===== src/rtl/prienc_arb.sv =====
// Registered 1-of-N request encoder: fixed-priority (highest index wins) or round-robin,
// with the grant held in an output register under a valid/ready handshake.
module prienc_arb #(
    parameter int  N = 12,
    localparam int W = $clog2(N)
) (
    input  logic         i_clk,
    input  logic         i_reset,
    input  logic [N-1:0] i_req,
    input  logic         i_rr,
    input  logic         i_clr,
    input  logic         i_ready,
    output logic         o_valid,
    output logic [W-1:0] o_idx,
    output logic [N-1:0] o_onehot,
    output logic         o_match
);

    logic [W-1:0] ptr;
    logic [N-1:0] lo_mask;
    logic [N-1:0] lo_req;
    logic [W-1:0] sel;
    logic         load;

    function automatic logic [W-1:0] top_idx(input logic [N-1:0] v);
        logic [W-1:0] r;
        r = '0;
        for (int i = 0; i < N; i++)
            if (v[i]) r = W'(i);
        return r;
    endfunction

    // RR search runs ptr-1 down to 0 first, then wraps to N-1 down to ptr:
    // the highest request below ptr wins, else the highest request overall.
    always_comb begin
        lo_mask = '0;
        for (int i = 0; i < N; i++)
            lo_mask[i] = (i < int'(ptr));
        lo_req = i_req & lo_mask;
        sel    = (i_rr && |lo_req) ? top_idx(lo_req) : top_idx(i_req);
    end

    assign load    = ~o_valid | i_ready;
    assign o_match = |i_req;

    always_ff @(posedge i_clk) begin
        if (i_reset) begin
            o_valid  <= 1'b0;
            o_idx    <= '0;
            o_onehot <= '0;
            ptr      <= '0;
        end else if (i_clr) begin
            o_valid  <= 1'b0;
            o_idx    <= '0;
            o_onehot <= '0;
        end else if (load) begin
            if (|i_req) begin
                o_valid  <= 1'b1;
                o_idx    <= sel;
                o_onehot <= N'(1) << sel;
                ptr      <= sel;
            end else begin
                o_valid  <= 1'b0;
                o_idx    <= '0;
                o_onehot <= '0;
            end
        end
    end

endmodule


===== config.mk =====
export PLATFORM = sky130hd
export DESIGN_NAME = prienc_arb
export DESIGN_NICKNAME = d
export VERILOG_FILES = /design/src/rtl/prienc_arb.sv
export SDC_FILE = /design/constraint.sdc
export NUM_CORES = 1
export LEC_CHECK = 0
export ABC_AREA = 1
export CAP_MARGIN = 40
export CORE_ASPECT_RATIO = 1.75
export CORE_MARGIN = 1.5
export CORE_UTILIZATION = 40
export CTS_CLUSTER_SIZE = 14
export DETAILED_ROUTE_END_ITERATION = 16
export PLACE_DENSITY = 0.8
export SYNTH_ARGS = -nofsm -noshare
export SYNTH_HDL_FRONTEND = slang
export SYNTH_SLANG_ARGS = --single-unit

===== constraint.sdc =====
create_clock -name i_clk -period 5.6 [get_ports i_clk]
set_input_delay 0.56 -clock i_clk [delete_from_list [all_inputs] [get_ports i_clk]]
set_output_delay 0.56 -clock i_clk [all_outputs]
set_load 0.05 [all_outputs]

==> impl_results.md, run 1 <==
* Post-synthesis mux area share at 0%
* Post-Synth XOR/XNOR Area at 0%
* Hold depth at 2
* Final min period at 2.866 ns
* Post-CTS Hold Buffers at 0
* DR DRC count at 0
* Clock transition at path regs at 0.07 ns
* Detailed Place HPWL at approximately 2.5 mm
* Via/cell ratio at approximately 4.8
* Clock skew at 0.001217 ns
* Fin area at around 1700 µm²
* Pre-CTS setup slack at approximately 2.8 ns
* Layout cell share with drive strength beyond 1 at between 6 and 7%
* Rows at 26
* DRT Wirelength at approximately 3.2 mm
* First-pass GRT wire length at between 5 and 6 mm
* Die Ht at 77.36 µm
* Tightest Pin Transition at 0.4996 ns
* Max-slew violations at 0
* Critical Path Fanout Max at 5
* Sw frac at a little over a third
* Final setup violation count at 0
* Ys Warns at 0
* Worst R2R Start: ptr[3]$_SDFFE_PP0P_
* Logic pwr share at about a third
* WL per Instance at 11.09 µm
* R2r endpoint: o_onehot[1]$_SDFFE_PP0P_
* Rel. slew slack at 66.59%
* Root Buffer: clkbuf_8
* Initial antenna violation count at 0
* Pre-antenna DRT Iters at 4
* CTS Buf Count at 3
* Fin Hold WS at approximately 0.47 ns
* Pwr Density at approximately 230 nW/µm²
* Adder-cell area share of the yosys netlist at 0%
* Post-Synth Simple-Gate Area at roughly two fifths
* Vias post-DR at 1374
* Mean Syn Cell Area at ~6.1 µm²
* Syn Std Cell Area at roughly 1300 µm²
* Largest net degree at the start of global routing at 17
* CTS tree: done
* Yosys reg bits at 21
* Seq/Total Area, Yosys at about 33%
* Clock Power Share at 24.1%
* Hold EP: o_idx[0]$_SDFFE_PP0P_
* R2R depth at 13
* H-tree depth at 1
* Post-synthesis compound-gate area fraction at 17.03%
* Int Power at 0.2549 mW
* Post-synthesis cell type count at 23
* IO Pins at 35
* Maximum VDD drop at 0.1981 mV
* DP Area at approximately 1600 µm²
* Tot Pwr at just under 0.4 mW
* Initial Util at between 40% and 50%
* # Post-CTS Setup Buffers at 0
* Tot GR Track Use at about a fifth
* Fin. Hold Viols at 0
* Achievable frequency at 348.9 MHz
* Min-delay worst type: flip-flop to flip-flop
* Status: complete, no violations
* Setup Crit Path Kind: input port to primary output
* Final WS setup at around 2.7 ns
* DRT antenna net count at 0
* CTS resizes at 0
* CTS Sinks at 21
* Setup crit start kind: input port
* Leak Pwr at roughly 0.76 nW
* Crit path required time at roughly 5 ns
* CP endpoint kind: primary output
* Arr. time, crit path at approximately 2.3 ns
* P_sw at between 0.1 and 0.15 mW
* Flop pwr share at between 40% and 50%
* Core area at roughly 3000 µm²
* RSZ-0062 raised after global routing: no
* Syn Nets at ~220
* Tcrit/Tclk final at about half
* Die X at roughly 45 µm
* Full die area at roughly 3500 µm²
* Sum Neg Setup Slack at 0 ns
* Gr ovfl total at 0
* R2R setup slack at roughly 3.4 ns
* Inserted Diodes at 0
* Clk Latency, worst-skew pair at between 0.2 and 0.3 ns
* Cell count after synthesis at 207
* Vias in the first global route at about 1.3k
* Max-cap violations at 0
* GP Congestion at 0.9411
* Layout area overhead at 33.76%
* Clock Tree Buf Depth at 2
* Min-delay src: o_idx[0]$_SDFFE_PP0P_
* Port bufs at 34
* Largest family of logic cells by synthesized area: simple AND/OR/NAND/NOR gates
* Drt first-iter violations at 38
* Layout Nets at 261
## routing by layer
layer	track usage (%)	up-vias	share of wire (%)
met5	0	-	0
met4	10.00	0	2.8
met2	33.38	35	52
li1	-	734	-
met3	3.023	8	4.5
met1	21.80	597	40
## Yosys cell counts
cell,n,area [µm²]
a21boi_2,1,11.26
o21ai_2,1,8.760
inv_1,30,112.6
and3_1,1,6.260
o211ai_1,4,30.03
o21a_1,1,7.510
nor3_1,4,20.02
nor2_2,2,12.51
nand2_2,3,18.77
nand4_1,7,43.79
clkbuf_1,2,7.510
inv_2,3,11.26
dfxtp_1,21,420.4
o21ai_1,1,5.000
a21oi_2,1,8.760
nand2_1,52,195.2
o21ai_4,1,16.27
buf_6,1,11.26
o21ai_0,7,35.03
o21bai_1,1,7.510
a21oi_1,17,85.08
nor2_1,33,123.9
nand3_1,13,65.06
## critical path: stages
cell and delay [ns]:
clkdlybuf4s50_1 0.55, nor2_1 0.07, nand3_1 0.09, inv_1 0.06, nand4_1 0.15, clkdlybuf4s50_1 0.83
## cell families after synthesis
| family | after synthesis |
|---|---|
| AO/OA/AOI/OAI | 35 |
| buffers and inverters | 36 |
| flip-flops | 21 |
| AND/OR/NAND/NOR | 115 |
## layout make-up
class | instances | area [µm²]
fillers | 297 | 1270
multi-input cells | 150 | 700.7
inverters | 33 | 123.9
clock buffers | 4 | 45.04
well taps | 42 | 52.55
flip-flops and latches | 21 | 420.4
repair buffers | 35 | 347.8
## stage by stage
stage | utilization [%] | instances
3_3_place_gp | 55.58 | 281
5_1_grt | 57.10 | 285
4_1_cts | 57.10 | 285
3_5_place_dp | 55.58 | 281
2_1_floorplan | - | 207
6_report | 57.10 | 285
## layout by cell type, fill, tap and decap left out
cell type	n
nor2_2	2
dfxtp_1	21
o21a_1	1
inv_1	30
buf_4	1
clkdlybuf4s50_1	34
o21ai_0	7
nand2_2	3
o21ai_1	1
a21oi_2	1
and3_1	1
nand2_1	52
clkbuf_1	1
o21ai_4	1
nor2_1	33
clkbuf_8	3
o211ai_1	4
nand3_1	13
nand4_1	7
o21bai_1	1
a21oi_1	17
nor3_1	4
inv_2	3
o21ai_2	1
a21boi_2	1
## flip-flops by register name (all words and copies together), names as in the netlist
signal,flops
o_idx,4
o_onehot,12
o_valid,1
ptr,4
## worst max-delay path by stage
| stage | end | slack, ns | depth (start not counted) | startpoint |
|---|---|---|---|---|
| 3_3_place_gp | o_match | 2.78 | 6 | i_req[8] |
| 3_5_place_dp | o_match | 2.77 | 4 | i_req[7] |
| 6_report | o_match | 2.73 | 6 | i_req[8] |
| 2_1_floorplan | ptr[1]$_SDFFE_PP0P_ | 3.52 | 10 | i_req[4] |
| 4_1_cts | o_match | 2.76 | 6 | i_req[8] |
| 5_1_grt | o_match | 2.63 | 6 | i_req[10] |
## power groups by stage
stage	clock, mW	combinational (mW)	sequential [mW]
2_1_floorplan	0	0.0791	0.182
5_1_grt	0.104	0.152	0.165
3_5_place_dp	0	0.136	0.167
3_3_place_gp	0	0.136	0.168
4_1_cts	0.0980	0.137	0.164
6_report	0.0955	0.137	0.164
Power figures use the tool's default switching activity.
==> run 2, diff against run 1 <==
--- a/config.mk
+++ b/config.mk
@@ -12,7 +12,7 @@
 export CORE_UTILIZATION = 40
 export CTS_CLUSTER_SIZE = 14
 export DETAILED_ROUTE_END_ITERATION = 16
-export PLACE_DENSITY = 0.8
+export PLACE_DENSITY = 0.82
 export SYNTH_ARGS = -nofsm -noshare
 export SYNTH_HDL_FRONTEND = slang
 export SYNTH_SLANG_ARGS = --single-unit
==> constraint.sdc (replaced) <==
create_clock -name i_clk -period 2.63 [get_ports i_clk]
set_input_delay 0.263 -clock i_clk [delete_from_list [all_inputs] [get_ports i_clk]]
set_output_delay 0.263 -clock i_clk [all_outputs]
set_load 0.05 [all_outputs]
==> run 2 against run 1 <==
Critical path depth did not move. Critical path type unchanged. Register-to-register slack got worse by 2.9 ns. Combinational power rose by 110%. Hold slack got worse by 0.00072 ns. Clock power rose by 110%. Largest cell class unchanged. Global-route usage up 0.33 points. Clock skew is 0.0021 ns higher. Flip-flop and latch count did not move. Via count is 1.9% higher. Count of clock-buffer cells in the layout is the same. Wire length rose by 1.6%. First-iteration DRC count fell by 24%. Highest routed layer unchanged.
==> impl_results.md, run 2 (same netlist as run 1, synthesis figures left out) <==
* Status: complete, no violations
* Pre-antenna DRT Iters at 4 (unchanged)
* WL per Instance at 11.27 µm (+1.6%)
* CP endpoint kind: primary output
* Gr ovfl total at 0 (unchanged)
* Leak Pwr at 0.7642 nW (unchanged)
* Root Buffer: clkbuf_8
* Sum Neg Setup Slack at 0 ns (unchanged)
* Most flops, register: o_onehot
* Via/cell ratio at 4.912 (+1.9%)
* Setup Crit Path Kind: input port to primary output
* H-tree depth at 1 (unchanged)
* Core area at 2960 µm² (unchanged)
* Largest regs: o_onehot x12, o_idx x4, ptr x4
* Tot GR Track Use at 19.86% (+0.33 points)
* Maximum VDD drop at 0.4235 mV (+110%)
* IO Pins at 35 (unchanged)
* Pwr Density at 499.5 nW/µm² (+110%)
* Fin area at 1690 µm² (unchanged)
* Detailed Place HPWL at 2.602 mm (+4.6%)
* Commonest non-fill, non-tap cell in the layout: nand2_1
* Clock skew at 0.003276 ns (+0.002060 ns)
* DRT antenna net count at 0 (unchanged)
* DP Area at 1645 µm² (unchanged)
* Max-cap violations at 0 (unchanged)
* Initial antenna violation count at 0 (unchanged)
* Die X at 45.49 µm (unchanged)
* Critical Path Fanout Max at 4 (-1)
* Port bufs at 34 (unchanged)
* Min-delay worst type: flip-flop to flip-flop
* RSZ-0062 raised after global routing: no
* Post-CTS Hold Buffers at 0 (unchanged)
* Vias post-DR at 1400 (+1.9%)
* CTS Buf Count at 3 (unchanged)
* Rows at 26 (unchanged)
* GP Congestion at 1.010 (+7.4%)
* Clock transition at path regs at 0.07 ns (about the same)
* Vias in the first global route at 1373 (+8.4%)
* Final Util at 57.10% (unchanged)
* Final min period at between 2 and 2.5 ns
* First-pass GRT wire length at 5.368 mm (+2.2%)
* Clock Tree Buf Depth at 2 (unchanged)
* Initial Util at 42.69% (unchanged)
* CTS tree: done
* Crit path required time at 2.37 ns (-2.67 ns)
* # Post-CTS Setup Buffers at 0 (unchanged)
* Filler Cell Count at 281 (-5.4%)
* Tcrit/Tclk final at between 80% and 90%
* Layout Nets at 261 (unchanged)
* Max-slew violations at 0 (unchanged)
* DRT Wirelength at 3.212 mm (+1.6%)
* Clk Latency, worst-skew pair at 0.26 ns (about the same)
* Tightest Pin Transition at 0.5062 ns (+0.006539 ns)
* Achievable frequency at roughly 440 MHz
* Fin. Hold Viols at 0 (unchanged)
* Largest register FFs at 12 (unchanged)
* Setup crit start kind: input port
* Layout cell share with drive strength beyond 1 at 6.584% (unchanged)
* CTS resizes at 0 (unchanged)
* Rel. slew slack at 66.15% (-0.44 points)
* Commonest non-fill, non-tap cells in the layout: nand2_1 (52), clkdlybuf4s50_1 (34), nor2_1 (33)
* Largest net degree at the start of global routing at 17 (unchanged)
* DR DRC count at 0 (unchanged)
* Inserted Diodes at 0 (unchanged)
* Layout area overhead at 33.76% (unchanged)
* Final setup violation count at 0 (unchanged)
* Die Ht at 77.36 µm (unchanged)
* CTS Sinks at 21 (unchanged)
* Arr. time, crit path at 2.02 ns (-0.29 ns)
* Drt first-iter violations at 29 (-24%)
* Full die area at 3519 µm² (unchanged)
run 2: cell counts in the layout (fill, tap and decap cells not counted):
Identical to the previous run, type by type.
run 2: cell type report:
type / instances / area (µm²) / share of cell area (%)
clock buffer: 4 / 45.04 / 2.665
inverter: 33 / 123.9 / 7.328
multi-input combinational: 150 / 700.7 / 41.45
timing repair buffer: 35 / 347.8 / 20.58
sequential: 21 / 420.4 / 24.87
tap: 42 / 52.55 / 3.109
run 2: metal layers:
layer | track usage (%) | part of all wire, %
met4 | 11.76 | 4.0
met2 | 35.63 | 53
met5 | 0 | 0
met1 | 20.26 | 39
met3 | 2.093 | 3.7
run 2: path summary, 6_finish.rpt:
kind | end | cells after the start | slack, ns | startpoint
max | o_match | 6 | 0.35 | i_req[11]
min | o_onehot[4]$_SDFFE_PP0P_ | 2 | 0.47 | o_onehot[4]$_SDFFE_PP0P_
max reg2reg | o_onehot[1]$_SDFFE_PP0P_ | 13 | 0.49 | ptr[3]$_SDFFE_PP0P_
min reg2reg | o_onehot[4]$_SDFFE_PP0P_ | 2 | 0.47 | o_onehot[4]$_SDFFE_PP0P_
run 2: critical path, cell delays in order:
cell	delay [ns]
clkdlybuf4s50_1	0.53
inv_1	0.07
nand3_1	0.10
inv_1	0.07
nand4_1	0.14
clkdlybuf4s50_1	0.84
run 2: where the power goes:
group | internal, mW | switching (mW) | leakage (nW)
combinational | 0.101 | 0.189 | 0.570
clock | 0.108 | 0.0968 | 0.0228
sequential | 0.335 | 0.0151 | 0.171
run 2: through the flow:
step | instances | total power [mW] | hold WS [ns] | worst slack [ns]
3_3_place_gp | 281 | 0.6440 | 0.4584 | 0.3412
2_1_floorplan | 207 | 0.5560 | 0.4192 | 0.8441
3_5_place_dp | 281 | 0.6459 | 0.4585 | 0.3567
4_1_cts | 285 | 0.8555 | 0.4713 | 0.3465
5_1_grt | 285 | 0.9025 | 0.4834 | 0.2206
6_report | 285 | 0.8443 | 0.4678 | 0.3499
==> run 3, diff against run 2 <==
--- a/config.mk
+++ b/config.mk
@@ -6,13 +6,13 @@
 export NUM_CORES = 1
 export LEC_CHECK = 0
 export ABC_AREA = 1
-export CAP_MARGIN = 40
+export CAP_MARGIN = 20
 export CORE_ASPECT_RATIO = 1.75
 export CORE_MARGIN = 1.5
 export CORE_UTILIZATION = 40
 export CTS_CLUSTER_SIZE = 14
 export DETAILED_ROUTE_END_ITERATION = 16
-export PLACE_DENSITY = 0.82
+export PLACE_DENSITY_LB_ADDON = 0.25
 export SYNTH_ARGS = -nofsm -noshare
 export SYNTH_HDL_FRONTEND = slang
 export SYNTH_SLANG_ARGS = --single-unit
==> constraint.sdc (replaced) <==
create_clock -name i_clk -period 2.2 [get_ports i_clk]
set_input_delay 0.22 -clock i_clk [delete_from_list [all_inputs] [get_ports i_clk]]
set_output_delay 0.22 -clock i_clk [all_outputs]
set_load 0.05 [all_outputs]
==> run 3 against run 2 <==
Count of clock-buffer cells in the layout did not move. Register-to-register slack got worse by 0.26 ns. Die area did not move. Cell count rose by 4.6%. Via count rose by 2.6%. Wire length rose by 12%. Worst setup slack got worse by 0.12 ns. Global-route usage rose by 1.7 points. Critical path type is now flip-flop to flip-flop. Largest power group unchanged. Highest routed layer unchanged.
==> impl_results.md, run 3 (same netlist as run 1, synthesis figures left out) <==
* Status: complete, no violations
* Maximum VDD drop at 0.5162 mV (+22%)
* IO Pins at 35 (unchanged)
* Commonest non-fill, non-tap cell in the layout: nand2_1
* Initial Util at 42.69% (unchanged)
* Full die area at 3519 µm² (unchanged)
* Clock Tree Buf Depth at 2 (unchanged)
* Commonest non-fill, non-tap cells in the layout: nand2_1 (51), clkdlybuf4s50_1 (33), nor2_1 (32)
* Pwr Density at 586.3 nW/µm² (+17%)
* Die X at 45.49 µm (unchanged)
* Logic pwr share at 37.9% (+3.6 points)
* Final min period at between 1.5 and 2 ns
* Rows at 26 (unchanged)
* Gr ovfl total at 0 (unchanged)
* Crit-path max cell delay at 0.38 ns (-0.46 ns)
* Pre-antenna DRT Iters at 4 (unchanged)
* Post-CTS Hold Buffers at 0 (unchanged)
* WL per Instance at 12.10 µm (+7.3%)
* Multi-input gate area at 732.0 µm² (+4.5%)
* DR DRC count at 0 (unchanged)
* Min-delay src: o_onehot[10]$_SDFFE_PP0P_
* Sw frac at 36.09% (+0.40 points)
* Root Buffer: clkbuf_8
* Arr. time, crit path at 2.10 ns (+0.08 ns)
* DRT Wirelength at 3.605 mm (+12%)
* Layout Nets at 274 (+5.0%)
* CTS Buf Count at 3 (unchanged)
* Layout cell share with drive strength beyond 1 at 13.28% (+6.7 points)
* Fin. Hold Viols at 0 (unchanged)
* Final Util at 61.54% (+4.4 points)
* Final setup violation count at 0 (unchanged)
* Tightest Pin Transition at 0.5017 ns (-0.004438 ns)
* Core area at 2960 µm² (unchanged)
* Tot GR Track Use at 21.55% (+1.7 points)
* Initial antenna violation count at 0 (unchanged)
* Largest regs: o_onehot x12, o_idx x4, ptr x4
* Port bufs at 34 (unchanged)
* Clock transition at path regs at 0.07 ns (about the same)
* # Post-CTS Setup Buffers at 0 (unchanged)
* R2R depth at 12 (-1)
* Detailed Place HPWL at 2.843 mm (+9.3%)
* Setup crit start kind: flip-flop
* Crit path required time at 2.33 ns (-0.04 ns)
* Max-cap violations at 0 (unchanged)
* Sum Neg Setup Slack at 0 ns (unchanged)
* Tcrit/Tclk final at 89.74%
* CTS tree: done
* Largest net degree at the start of global routing at 17 (unchanged)
* RSZ-0062 raised after global routing: no
* R2R setup slack at 0.23 ns (-0.26 ns)
* Largest register FFs at 12 (unchanged)
* Sequential cell area at 420.4 µm² (unchanged)
* Worst R2R Start: ptr[2]$_SDFFE_PP0P_
* Clock Power Share at 23.3% (-0.9 points)
* Die Ht at 77.36 µm (unchanged)
* Critical Path Fanout Max at 6 (+2)
* Int Power at 0.6826 mW (+26%)
* Filler Cell Count at 281 (unchanged)
* H-tree depth at 1 (unchanged)
* R2r endpoint: o_onehot[8]$_SDFFE_PP0P_
* Most flops, register: o_onehot
* Max-slew violations at 0 (unchanged)
* Via/cell ratio at 4.819 (-1.9%)
* Inserted Diodes at 0 (unchanged)
* Hold depth at 2 (unchanged)
* Fin cells at 298 (+4.6%)
* First-pass GRT wire length at 5.671 mm (+5.6%)
* Rel. slew slack at 66.45% (+0.30 points)
* P_sw at 0.3855 mW (+28%)
* Setup Crit Path Kind: flip-flop to flip-flop
* Critical path's slowest cell: dfxtp_1
* Crit-path cells: inv_2 -> nand2_2 -> o21ai_0 -> nand2_1 -> nor2_1 -> nand2_1 -> o21ai_2 -> buf_4 -> o21ai_2 -> buf_4 -> nand4_1 -> a21oi_1
* Clk Latency, worst-skew pair at 0.26 ns (about the same)
* CTS resizes at 0 (unchanged)
* CTS Sinks at 21 (unchanged)
* Hold EP: o_onehot[10]$_SDFFE_PP0P_
* Flop pwr share at 38.9% (-2.5 points)
* CP endpoint kind: flip-flop
* Achievable frequency at 506.5 MHz
* GP Congestion at 0.9418 (-6.8%)
* Layout area overhead at 44.16%
* Drt first-iter violations at 39 (+34%)
* Clock skew at 0.002089 ns (-0.001187 ns)
* DRT antenna net count at 0 (unchanged)
* Fin area at 1822 µm² (+7.8%)
* Leak Pwr at 0.8403 nW (+10%)
* Cell count after placement at 293 (+4.3%)
* Vias post-DR at 1436 (+2.6%)
* Vias in the first global route at 1344 (-2.1%)
* Min-delay worst type: flip-flop to flip-flop
* DP Area at 1745 µm² (+6.1%)
## run 3: how the worst max path moves through the flow
stage / from / end / slack, ns / cells past startpoint
2_1_floorplan: ptr[3]$_SDFFE_PP0P_ / o_onehot[5]$_SDFFE_PP0P_ / 0.42 / 12
3_3_place_gp: i_req[9] / o_onehot[10]$_SDFFE_PP0P_ / 0.07 / 10
3_5_place_dp: i_req[9] / o_onehot[10]$_SDFFE_PP0P_ / 0.05 / 10
4_1_cts: ptr[1]$_SDFFE_PP0P_ / o_onehot[10]$_SDFFE_PP0P_ / 0.13 / 11
5_1_grt: ptr[2]$_SDFFE_PP0P_ / o_onehot[11]$_SDFFE_PP0P_ / 0.008 / 13
6_report: ptr[2]$_SDFFE_PP0P_ / o_onehot[8]$_SDFFE_PP0P_ / 0.23 / 12
## run 3: layout make-up
cell class,instances,share of cell area [%]
Multi-Input combinational cell,151,40.18
Inverter,33,6.799
Tap cell,42,2.885
Clock buffer,4,2.473
Timing Repair Buffer,47,24.59
Sequential cell,21,23.08
## run 3: critical path, delay by kind of cell, from the launching register on
family / cells / cell delay [ns]
flops: 1 / 0.38
buf+inv: 3 / 0.41
compound gates: 4 / 0.53
simple gates: 5 / 0.53
## run 3: per-stage QoR
stage | worst slack, ns | hold WS (ns) | power (mW)
floorplan | 0.4165 | 0.3762 | 0.6647
global placement | 0.06893 | 0.4581 | 0.8086
detailed placement | 0.04530 | 0.4596 | 0.8079
CTS | 0.1336 | 0.4700 | 1.054
global route | 0.008030 | 0.4879 | 1.134
finish | 0.2257 | 0.4667 | 1.068
## run 3: power groups by stage
stage | logic [mW] | clock network, mW | registers [mW]
2_1_floorplan | 0.201 | 0 | 0.463
3_3_place_gp | 0.386 | 0 | 0.423
3_5_place_dp | 0.385 | 0 | 0.423
4_1_cts | 0.388 | 0.252 | 0.415
5_1_grt | 0.447 | 0.271 | 0.417
6_report | 0.405 | 0.248 | 0.415
## run 3: layer usage
metal / track usage [%] / vias up / part of all wire, % / wire, µm
li1: - / 762 / - / -
met1: 20.93 / 622 / 38 / 1357
met2: 40.28 / 38 / 54 / 1947
met3: 2.326 / 14 / 4.0 / 146
met4: 11.47 / 0 / 4.3 / 154
met5: 0 / - / 0 / 0
